File: src/rtl/mem_copy_master_if.sv
// -----------------------------------------------------------------------------
// mem_copy_master_if
// Groups the request/status handshake of the block-copy engine together with
// the ren/wen word Memory port it drives.
//
//   Request side : start, src_addr, dst_addr, len
//   Status side  : busy, done, err, count
//   Memory side  : mem_ren, mem_wen, mem_addr, mem_din (to Memory),
//                  mem_dout (from Memory, combinational read data)
//
// Modports:
//   master - the copy engine (drives status and Memory controls)
//   slave  - the environment: requester plus Memory (drives request, mem_dout)
// -----------------------------------------------------------------------------
interface mem_copy_master_if #(
   parameter int AW = 10,
   parameter int LW = 11
);
   logic          start;
   logic [31:0]   src_addr;
   logic [31:0]   dst_addr;
   logic [LW-1:0] len;

   logic          busy;
   logic          done;
   logic          err;
   logic [LW-1:0] count;

   logic          mem_ren;
   logic          mem_wen;
   logic [31:0]   mem_addr;
   logic [31:0]   mem_din;
   logic [31:0]   mem_dout;

   modport master (
      input  start, src_addr, dst_addr, len, mem_dout,
      output busy, done, err, count,
      output mem_ren, mem_wen, mem_addr, mem_din
   );

   modport slave (
      output start, src_addr, dst_addr, len, mem_dout,
      input  busy, done, err, count,
      input  mem_ren, mem_wen, mem_addr, mem_din
   );
endinterface

File: src/rtl/mem_copy_master.sv
// -----------------------------------------------------------------------------
// mem_copy_master
// Bus initiator that copies LEN consecutive 32-bit words from a source word
// address to a destination word address on a level-sensitive ren/wen Memory.
// Each word is read, then written with a dedicated setup cycle (WSET), a
// one-cycle write pulse (WPUL) and a hold cycle (WHLD), so the combinational
// Memory never sees ren and wen together and never sees addr/din move while
// wen is high. Every word costs exactly four cycles.
//
// Ports:
//   clock  - system clock, rising edge
//   reset  - synchronous, active-high reset
//   bus    - mem_copy_master_if.master:
//              start/src_addr/dst_addr/len  request, sampled only in IDLE
//              busy                         CHECK..DONE inclusive
//              done                         one-cycle completion pulse
//              err                          qualifies done: request rejected
//              count                        words fully written so far
//              mem_ren/mem_wen/mem_addr/mem_din  Memory controls (registered)
//              mem_dout                     Memory read data
//
// Parameters:
//   AW - word-address bits honoured by Memory (2^AW words)
//   LW - width of the length field (holds up to 2^AW)
// -----------------------------------------------------------------------------
module mem_copy_master #(
   parameter int AW = 10,
   parameter int LW = 11
) (
   input  logic                clock,
   input  logic                reset,
   mem_copy_master_if.master   bus
);

   // Width for the end-of-range sums: wide enough for both operands plus a
   // carry, so src+len never wraps before being compared with 2^AW.
   localparam int SW = ((LW > AW) ? LW : AW) + 1;
   localparam logic [SW-1:0] LIMIT = SW'(1) << AW;

   typedef enum logic [2:0] {
      S_IDLE,
      S_CHECK,
      S_RD,
      S_WSET,
      S_WPUL,
      S_WHLD,
      S_DONE
   } state_t;

   state_t        state_q, state_d;
   logic [31:0]   src_q,   src_d;
   logic [31:0]   dst_q,   dst_d;
   logic [LW-1:0] len_q,   len_d;
   logic [LW-1:0] idx_q,   idx_d;
   logic [LW-1:0] count_q, count_d;
   logic [31:0]   buf_q,   buf_d;
   logic [31:0]   addr_q,  addr_d;
   logic          busy_q,  busy_d;
   logic          done_q,  done_d;
   logic          err_q,   err_d;
   logic          ren_q,   ren_d;
   logic          wen_q,   wen_d;

   // ---------------------------------------------------------------------------
   // Address and range arithmetic
   // ---------------------------------------------------------------------------
   logic [LW-1:0] idx_inc;
   logic [LW-1:0] rd_idx;
   logic [AW-1:0] rd_word;
   logic [AW-1:0] wr_word;
   logic [SW-1:0] src_end;
   logic [SW-1:0] dst_end;
   logic          req_bad;
   logic          last_word;

   assign idx_inc   = idx_q + LW'(1);
   assign last_word = (idx_inc == len_q);

   // The read address is loaded on the edge that enters RD: from CHECK that is
   // word 0 (idx_q is still 0), from WHLD it is the next word.
   assign rd_idx  = (state_q == S_WHLD) ? idx_inc : idx_q;
   assign rd_word = src_q[AW-1:0] + AW'(rd_idx);
   assign wr_word = dst_q[AW-1:0] + AW'(idx_q);

   assign src_end = SW'(src_q[AW-1:0]) + SW'(len_q);
   assign dst_end = SW'(dst_q[AW-1:0]) + SW'(len_q);

   // Any address bit above the Memory window, or a range that would run past
   // the last word, rejects the whole request before any access is made.
   assign req_bad = (src_q[31:AW] != '0) ||
                    (dst_q[31:AW] != '0) ||
                    (src_end > LIMIT)    ||
                    (dst_end > LIMIT);

   // ---------------------------------------------------------------------------
   // Next-state and next-output logic
   // ---------------------------------------------------------------------------
   // NOTE: every *_d gets its hold/default value first, so no path through the
   // case statement can leave one unassigned and infer a latch.
   always_comb begin
      state_d = state_q;
      src_d   = src_q;
      dst_d   = dst_q;
      len_d   = len_q;
      idx_d   = idx_q;
      count_d = count_q;
      buf_d   = buf_q;
      addr_d  = addr_q;
      busy_d  = busy_q;
      err_d   = err_q;
      done_d  = 1'b0;
      ren_d   = 1'b0;
      wen_d   = 1'b0;

      case (state_q)
         S_IDLE: begin
            if (bus.start) begin
               src_d   = bus.src_addr;
               dst_d   = bus.dst_addr;
               len_d   = bus.len;
               idx_d   = '0;
               count_d = '0;
               err_d   = 1'b0;
               busy_d  = 1'b1;
               state_d = S_CHECK;
            end
         end

         S_CHECK: begin
            if (req_bad) begin
               err_d   = 1'b1;
               done_d  = 1'b1;
               state_d = S_DONE;
            end else if (len_q == '0) begin
               done_d  = 1'b1;
               state_d = S_DONE;
            end else begin
               ren_d   = 1'b1;
               addr_d  = 32'(rd_word);
               state_d = S_RD;
            end
         end

         S_RD: begin
            // Read data is captured on the edge leaving RD; the buffer doubles
            // as the registered write-data output for the next three cycles.
            buf_d   = bus.mem_dout;
            addr_d  = 32'(wr_word);
            state_d = S_WSET;
         end

         S_WSET: begin
            wen_d   = 1'b1;
            state_d = S_WPUL;
         end

         S_WPUL: begin
            state_d = S_WHLD;
         end

         S_WHLD: begin
            count_d = count_q + LW'(1);
            if (last_word) begin
               done_d  = 1'b1;
               state_d = S_DONE;
            end else begin
               idx_d   = idx_inc;
               ren_d   = 1'b1;
               addr_d  = 32'(rd_word);
               state_d = S_RD;
            end
         end

         S_DONE: begin
            busy_d  = 1'b0;
            state_d = S_IDLE;
         end

         default: begin
            busy_d  = 1'b0;
            state_d = S_IDLE;
         end
      endcase
   end

   // ---------------------------------------------------------------------------
   // State and output registers
   // ---------------------------------------------------------------------------
   // NOTE: sequential state uses non-blocking assignments so every flop samples
   // the pre-edge values computed above, independent of statement order.
   always_ff @(posedge clock) begin
      if (reset) begin
         // NOTE: the read buffer and the latched request are datapath flops,
         // not a memory array, and are cleared so mem_din and the window check
         // never start from unknown values.
         state_q <= S_IDLE;
         src_q   <= '0;
         dst_q   <= '0;
         len_q   <= '0;
         idx_q   <= '0;
         count_q <= '0;
         buf_q   <= '0;
         addr_q  <= '0;
         busy_q  <= 1'b0;
         done_q  <= 1'b0;
         err_q   <= 1'b0;
         ren_q   <= 1'b0;
         wen_q   <= 1'b0;
      end else begin
         state_q <= state_d;
         src_q   <= src_d;
         dst_q   <= dst_d;
         len_q   <= len_d;
         idx_q   <= idx_d;
         count_q <= count_d;
         buf_q   <= buf_d;
         addr_q  <= addr_d;
         busy_q  <= busy_d;
         done_q  <= done_d;
         err_q   <= err_d;
         ren_q   <= ren_d;
         wen_q   <= wen_d;
      end
   end

   // ---------------------------------------------------------------------------
   // Outputs: all straight from flops
   // ---------------------------------------------------------------------------
   assign bus.busy     = busy_q;
   assign bus.done     = done_q;
   assign bus.err      = err_q;
   assign bus.count    = count_q;
   assign bus.mem_ren  = ren_q;
   assign bus.mem_wen  = wen_q;
   assign bus.mem_addr = addr_q;
   assign bus.mem_din  = buf_q;

endmodule

File: src/flat_wrapper.sv
// flat-port wrapper written by rule: the top's interface ports become plain ports
module mem_copy_master_flat 
#(
   parameter int AW = 10,
   parameter int LW = 11
)
  (clock, reset, bus_start, bus_src_addr, bus_dst_addr, bus_len, bus_mem_dout, bus_busy, bus_done, bus_err, bus_count, bus_mem_ren, bus_mem_wen, bus_mem_addr, bus_mem_din);
  mem_copy_master_if #(.AW(AW), .LW(LW)) bus_i ();
  input  logic clock;
  input  logic reset;
  input wire logic [$bits(bus_i.start)-1:0] bus_start;
  input wire logic [$bits(bus_i.src_addr)-1:0] bus_src_addr;
  input wire logic [$bits(bus_i.dst_addr)-1:0] bus_dst_addr;
  input wire logic [$bits(bus_i.len)-1:0] bus_len;
  input wire logic [$bits(bus_i.mem_dout)-1:0] bus_mem_dout;
  output wire logic [$bits(bus_i.busy)-1:0] bus_busy;
  output wire logic [$bits(bus_i.done)-1:0] bus_done;
  output wire logic [$bits(bus_i.err)-1:0] bus_err;
  output wire logic [$bits(bus_i.count)-1:0] bus_count;
  output wire logic [$bits(bus_i.mem_ren)-1:0] bus_mem_ren;
  output wire logic [$bits(bus_i.mem_wen)-1:0] bus_mem_wen;
  output wire logic [$bits(bus_i.mem_addr)-1:0] bus_mem_addr;
  output wire logic [$bits(bus_i.mem_din)-1:0] bus_mem_din;
  assign bus_i.start = bus_start;
  assign bus_i.src_addr = bus_src_addr;
  assign bus_i.dst_addr = bus_dst_addr;
  assign bus_i.len = bus_len;
  assign bus_i.mem_dout = bus_mem_dout;
  assign bus_busy = bus_i.busy;
  assign bus_done = bus_i.done;
  assign bus_err = bus_i.err;
  assign bus_count = bus_i.count;
  assign bus_mem_ren = bus_i.mem_ren;
  assign bus_mem_wen = bus_i.mem_wen;
  assign bus_mem_addr = bus_i.mem_addr;
  assign bus_mem_din = bus_i.mem_din;
  mem_copy_master #(.AW(AW), .LW(LW)) u_core (.clock(clock), .reset(reset), .bus(bus_i));
endmodule
File: config.mk
export PLATFORM = sky130hd
export DESIGN_NAME = mem_copy_master_flat
export DESIGN_NICKNAME = d
export VERILOG_FILES = /design/src/rtl/mem_copy_master_if.sv /design/src/rtl/mem_copy_master.sv /design/src/flat_wrapper.sv
export SDC_FILE = /design/constraint.sdc
export NUM_CORES = 1
export LEC_CHECK = 0
export CAP_MARGIN = 40
export CORE_AREA = 2 2 150 152
export CTS_CLUSTER_SIZE = 30
export DETAILED_ROUTE_END_ITERATION = 16
export DIE_AREA = 0 0 152 154
export PLACE_DENSITY = 0.65
export SYNTH_ARGS = -nofsm -noshare
export SYNTH_HDL_FRONTEND = slang
export SYNTH_SLANG_ARGS = --single-unit
File: constraint.sdc
create_clock -name clock -period 10.1 [get_ports clock]
set_input_delay 1.515 -clock clock [delete_from_list [all_inputs] [get_ports clock]]
set_output_delay 1.515 -clock clock [all_outputs]
set_load 0.01 [all_outputs]
# Yosys cells after proc, flatten, opt, wreduce, memory -nomap -nowiden
# Cells that the tools add are included.
[op_classes]
shift = 0
eq_ne = 11
order_cmp = 2
n_reduce_logical = 17
n_mul = 0
muxes = 28
addsub = 6
bitwise_logic = 1
n_div = 0
[op_table]
columns = ["op", "count"]
rows = [
  ["2-to-1 mux 32 bit", 3],
  ["case mux 32 bit (3 select lines)", 1],
  ["case mux 11 bit (2 select lines)", 2],
  ["nonzero test 22 bit", 2],
  ["adder 10 x 11 -> 12 bit", 2],
  ["> comparator 12 x 11 -> 1 bit (second input constant)", 2],
  ["adder 11 x 1 -> 11 bit (second input constant)", 2],
  ["2-to-1 mux 11 bit", 2],
  ["adder 10 bit", 2],
  ["case mux 3 bit (6 select lines)", 1],
  ["2-to-1 mux 3 bit", 4],
  ["equality test 11 bit", 1],
  ["logical NOT 11 bit", 1],
  ["2-to-1 mux 1 bit", 10],
  ["2-to-1 mux 10 bit", 1],
  ["!= test 2 bit (second input constant)", 4],
  ["case mux 1 bit (2 select lines)", 4],
  ["equality test 3 x 2 -> 1 bit (second input constant)", 2],
  ["equality test 3 bit (second input constant)", 2],
  ["AND reduction 2 bit", 3],
  ["AND reduction 3 bit", 2],
  ["OR reduction 5 bit", 1],
  ["AND reduction 4 bit", 1],
  ["nonzero test 2 bit", 2],
  ["6 further kinds", 8],
]
[word_totals]
output_inout_bits = 80
ff_bits = 169
rom_bits = 0
word_cells = 78
ram_bits = 0
input_bits = 110
mem_count = 0
latchBits = 0

# Depth between registers and ports, before layout
[logic_depth]
word_depth = 6
ltp_mapped = 17
ltp_nobuf = 16

# Worst setup path after synthesis
# No wires, ideal clock.
[synth_path]
path_kind = "register to register"
start = "register u_core.state_q[0]"
end = "register u_core.addr_q[6], in the netlist u_core.bus.mem_addr[6]"
n_path_buf = 1
path_slack_ps = 6555
t_arrival_ps = 3486
required_ps = 10040
setup_time_ps = 60
period_less_slack_ps = 3545
path_stages_with_launch = 18
path_cell_list = "dfxtp_1 > nor2b_1 > nand2_1 > inv_1 > clkbuf_1 > ha_1 > inv_1 > ha_1 > fa_1 > a21o_1 > a21oi_1 > o21bai_1 > a21oi_1 > xnor2_1 > nor3_1 > a21o_1 > a2111oi_0 > o311a_1"
[synth_via]
elab_chain_len = 6
elab_cells_between_ends = 14
classes_between = "add/sub: 1; eq/ne: 6; mux: 5; reduce/logical: 2"
[synth_rtl]
columns = ["element", "line_no", "source"]
rows = [
  ["start, declared", "mem_copy_master.sv:50", "state_t state_q, state_d;"],
  ["start signal, assigned", "mem_copy_master.sv:210", "state_q <= state_d;"],
  ["equality test 3 bit", "mem_copy_master.sv:81, mem_copy_master.sv:115", ""],
  ["2-to-1 mux 10 bit", "mem_copy_master.sv:81", "assign rd_idx = (state_q == S_WHLD) ? idx_inc : idx_q;"],
  ["adder 10 bit", "mem_copy_master.sv:82", "assign rd_word = src_q[AW-1:0] + AW'(rd_idx);"],
  ["2-to-1 mux 32 bit", "mem_copy_master.sv:134", "end else if (len_q == '0) begin"],
  ["2-to-1 mux 32 bit", "mem_copy_master.sv:130", "if (req_bad) begin"],
  ["case mux 32 bit (3 select lines)", "mem_copy_master.sv:115", "case (state_q)"],
  ["end signal, assigned", "mem_copy_master.sv:217", "addr_q <= addr_d;"],
  ["end, declared", "mem_copy_master.sv:57", "logic [31:0] addr_q, addr_d;"],
]
# Several ways; a longest one is shown, not always the timed one. The select of a mux whose other input is x is not followed.
# A chain may end at the register's enable or synchronous reset.

# Worst setup path after layout
[layout_path]
start = "register u_core.state_q[1]"
end = "register u_core.addr_q[6], in the netlist u_core.bus.mem_addr[6]"
# The elaborated chain is that of the path after synthesis.

==> metrics.yaml <==
final_antenna_net_count: 0
cts_setup_buffers: 0
clk_latency_ns: 0.43
grt_usage_pct: 18.7
crit_slowest_cell: "nand2_1"
final.min_clock_period_ns: 4.65
yosys-top-cells-area: "dfxtp_1 (37%), nand2_1 (12%), a21oi_1 (9.8%)"
outcome: "finished, final reports clean"
tritoncts.num_buffers: 17
tns_ns: 0
crit_chain: "nor2b_1 > nand2_1 > inv_1 > ha_1 > inv_1 > ha_1 > fa_1 > a21o_1 > a21oi_1 > o21bai_1 > a21oi_1 > xnor2_1 > nor3_1 > a21o_1 > a2111oi_0 > o311a_1"
drt-vias-per-instance: 5.19
gp_congestion: 0.888
cts.path.max_buffers: 2
slowest_delay_ns: 0.61
dr.pass1.iters: 5
clock.fmax_mhz: 215
grt_pass1_wl_um: 36100
path_max_fanout: 22
synth-async-reset-ratio_pct: 0
cts_tree: "built"
ys.flop_type: "dfxtp_1"
die_w_um: 152
antenna_found_initial: 0
ys_types: 69
final_cell_mix: "nand2_1 (263), clkdlybuf4s50_1 (166), a21oi_1 (156)"
min_path_type: "flip-flop to flip-flop"
ys_seq_area_share_pct: 36.9
p_leak_nw: 3.89
hold_viol: 0
drc: 0
ir_drop_mv: 0.0925
clk_pin_slew_ns: 0.07
nNetsFinal: 1336
relSlewSlack_pct: 43.6
drt-wirelength-per-cell_um: 15.0
final_common_cell: "nand2_1"
chipHeight_um: 154
cts-root-buf: "clkbuf_16"
ys_ff_latch: 147
syn-instance-count: 1048
num_io_pins: 190
setup-violations-final: 0
avgSynthCellArea_um2: 7.62
clock-sinks: 147
post_cts_resized: 0
hpwl_um: 16000
drv_slew: 0
drt_iter0_markers: 445
start_kind: "flip-flop"
area_growth_pct: 29.2
synth_top_cell_by_area: "dfxtp_1"
wl_um: 22000
holdBufCountCts: 0
setup_slack_ns: 5.45
synth_edf_count: 0
cp-end-kind: "flip-flop"
finalCritPeriodShare_pct: 46.0
arrival_ns: 5.02
start_util_pct: 36.8
worst-setup-path-type: "flip-flop to flip-flop"
htree_num_levels: 4
die_area_um2: 23400
fin_skew_ns: 0.00825
num_vias: 7646
antennaDiodeCount: 0
io_buffers: 167
maxCapViolCount: 0
grt_start_max_net_pins: 86
power_density_nw_per_um2: 154
core_area_um2: 21700
required_ns: 10.47
final_layout_size_suffix_gt1_share_pct: 4.19
overflow: 0
max_slew.worst_pin.slew_ns: 0.846
rsz0062_at_grt: "false"
pre_cts_ws_ns: 5.54
fp-row-count: 54
syn-cell-area_um2: 7980
yosys_warnings: 0
grt_pass1_vias: 7162
post-synth-top-area-fraction_pct: 36.9
## worst paths after layout
check / start / end / slack [ns] / cells past startpoint
max: u_core.state_q[1]$_SDFFE_PP0P_ / u_core.bus.mem_addr[6]$_SDFFE_PP0P_ / 5.45 / 16
min: u_core.bus.mem_din[28]$_SDFFE_PP0P_ / u_core.bus.mem_din[28]$_SDFFE_PP0P_ / 0.45 / 2
max reg2reg: u_core.state_q[1]$_SDFFE_PP0P_ / u_core.bus.mem_addr[6]$_SDFFE_PP0P_ / 5.45 / 16
min reg2reg: u_core.bus.mem_din[28]$_SDFFE_PP0P_ / u_core.bus.mem_din[28]$_SDFFE_PP0P_ / 0.45 / 2
## power by group
group / switching, mW / internal (mW)
combinational: 0.180 / 0.151
clock: 0.274 / 0.320
sequential: 0.0390 / 0.623
## stage by stage
step                hold slack, ns  cells  utilization [%]  power [mW]  cell area [µm²]
floorplan                    0.436   1069                -       0.876             8060
global placement             0.442   1441             44.9       0.999             9740
detailed placement           0.446   1442             45.0        1.01             9760
CTS                          0.456   1473             47.5        1.60            10300
global route                 0.471   1473             47.5        1.67            10300
finish                       0.454   1473             47.5        1.59            10300
## cell families (layout without fill, tap and decap cells)
group	Yosys count	count (layout)	share of synthesized area, %
buffers and inverters	105	229	6.04
other	1	22	0.0470
flip-flops	147	147	36.9
XOR/XNOR	40	40	4.39
multiplexers	4	4	0.517
adder cells (fa/ha/maj)	45	45	7.43
AND/OR/NAND/NOR	430	430	23.8
AO/OA/AOI/OAI	276	276	20.9
## routing by layer
| layer | GRT usage [%] | wire length [µm] | vias to the layer above |
|---|---|---|---|
| li1 | - | - | 3888 |
| met5 | 0 | 0 | - |
| met1 | 25.0 | 10400 | 3518 |
| met4 | 5.56 | 308 | 0 |
| met2 | 30.8 | 10200 | 222 |
| met3 | 3.33 | 1160 | 18 |
## flip-flops by register name, summed over array words and instances (netlist names)
signal               flops
u_core.dst_q            32
u_core.bus.err           1
u_core.bus.mem_addr     10
u_core.bus.mem_din      32
u_core.state_q           3
u_core.idx_q            11
u_core.bus.done          1
u_core.bus.busy          1
u_core.len_q            11
u_core.bus.mem_wen       1
u_core.bus.count        11
u_core.src_q            32
u_core.bus.mem_ren       1
## cell type report
type	instances	area [µm²]
repair buffers	173	1730
flip-flops and latches	147	2940
well taps	280	350
clock inverters	14	119
multi-input cells	817	4640
fillers	2159	11400
inverters	25	93.8
clock buffers	17	425
## worst max-delay path, delay by kind of cell, from the launching register on
family | cells | cell delay, ns
flip-flops | 1 | 0.55
AND/OR/NAND/NOR | 3 | 0.86
buffers and inverters | 2 | 0.52
AO/OA/AOI/OAI | 7 | 1.47
XOR/XNOR | 1 | 0.17
adder cells (fa/ha/maj) | 3 | 1.03
## Yosys cell counts, types with 11 or more instances
master / number
inv_1: 25
nand2_1: 263
nor4_1: 15
xnor2_1: 24
a21oi_1: 156
o21ai_0: 31
buf_4: 22
a211oi_1: 13
dfxtp_1: 147
nand3_1: 16
nor3_1: 26
xor2_1: 16
clkbuf_1: 50
nor2_1: 50
a21o_1: 11
ha_1: 41
(Power assumes the default switching activity.)
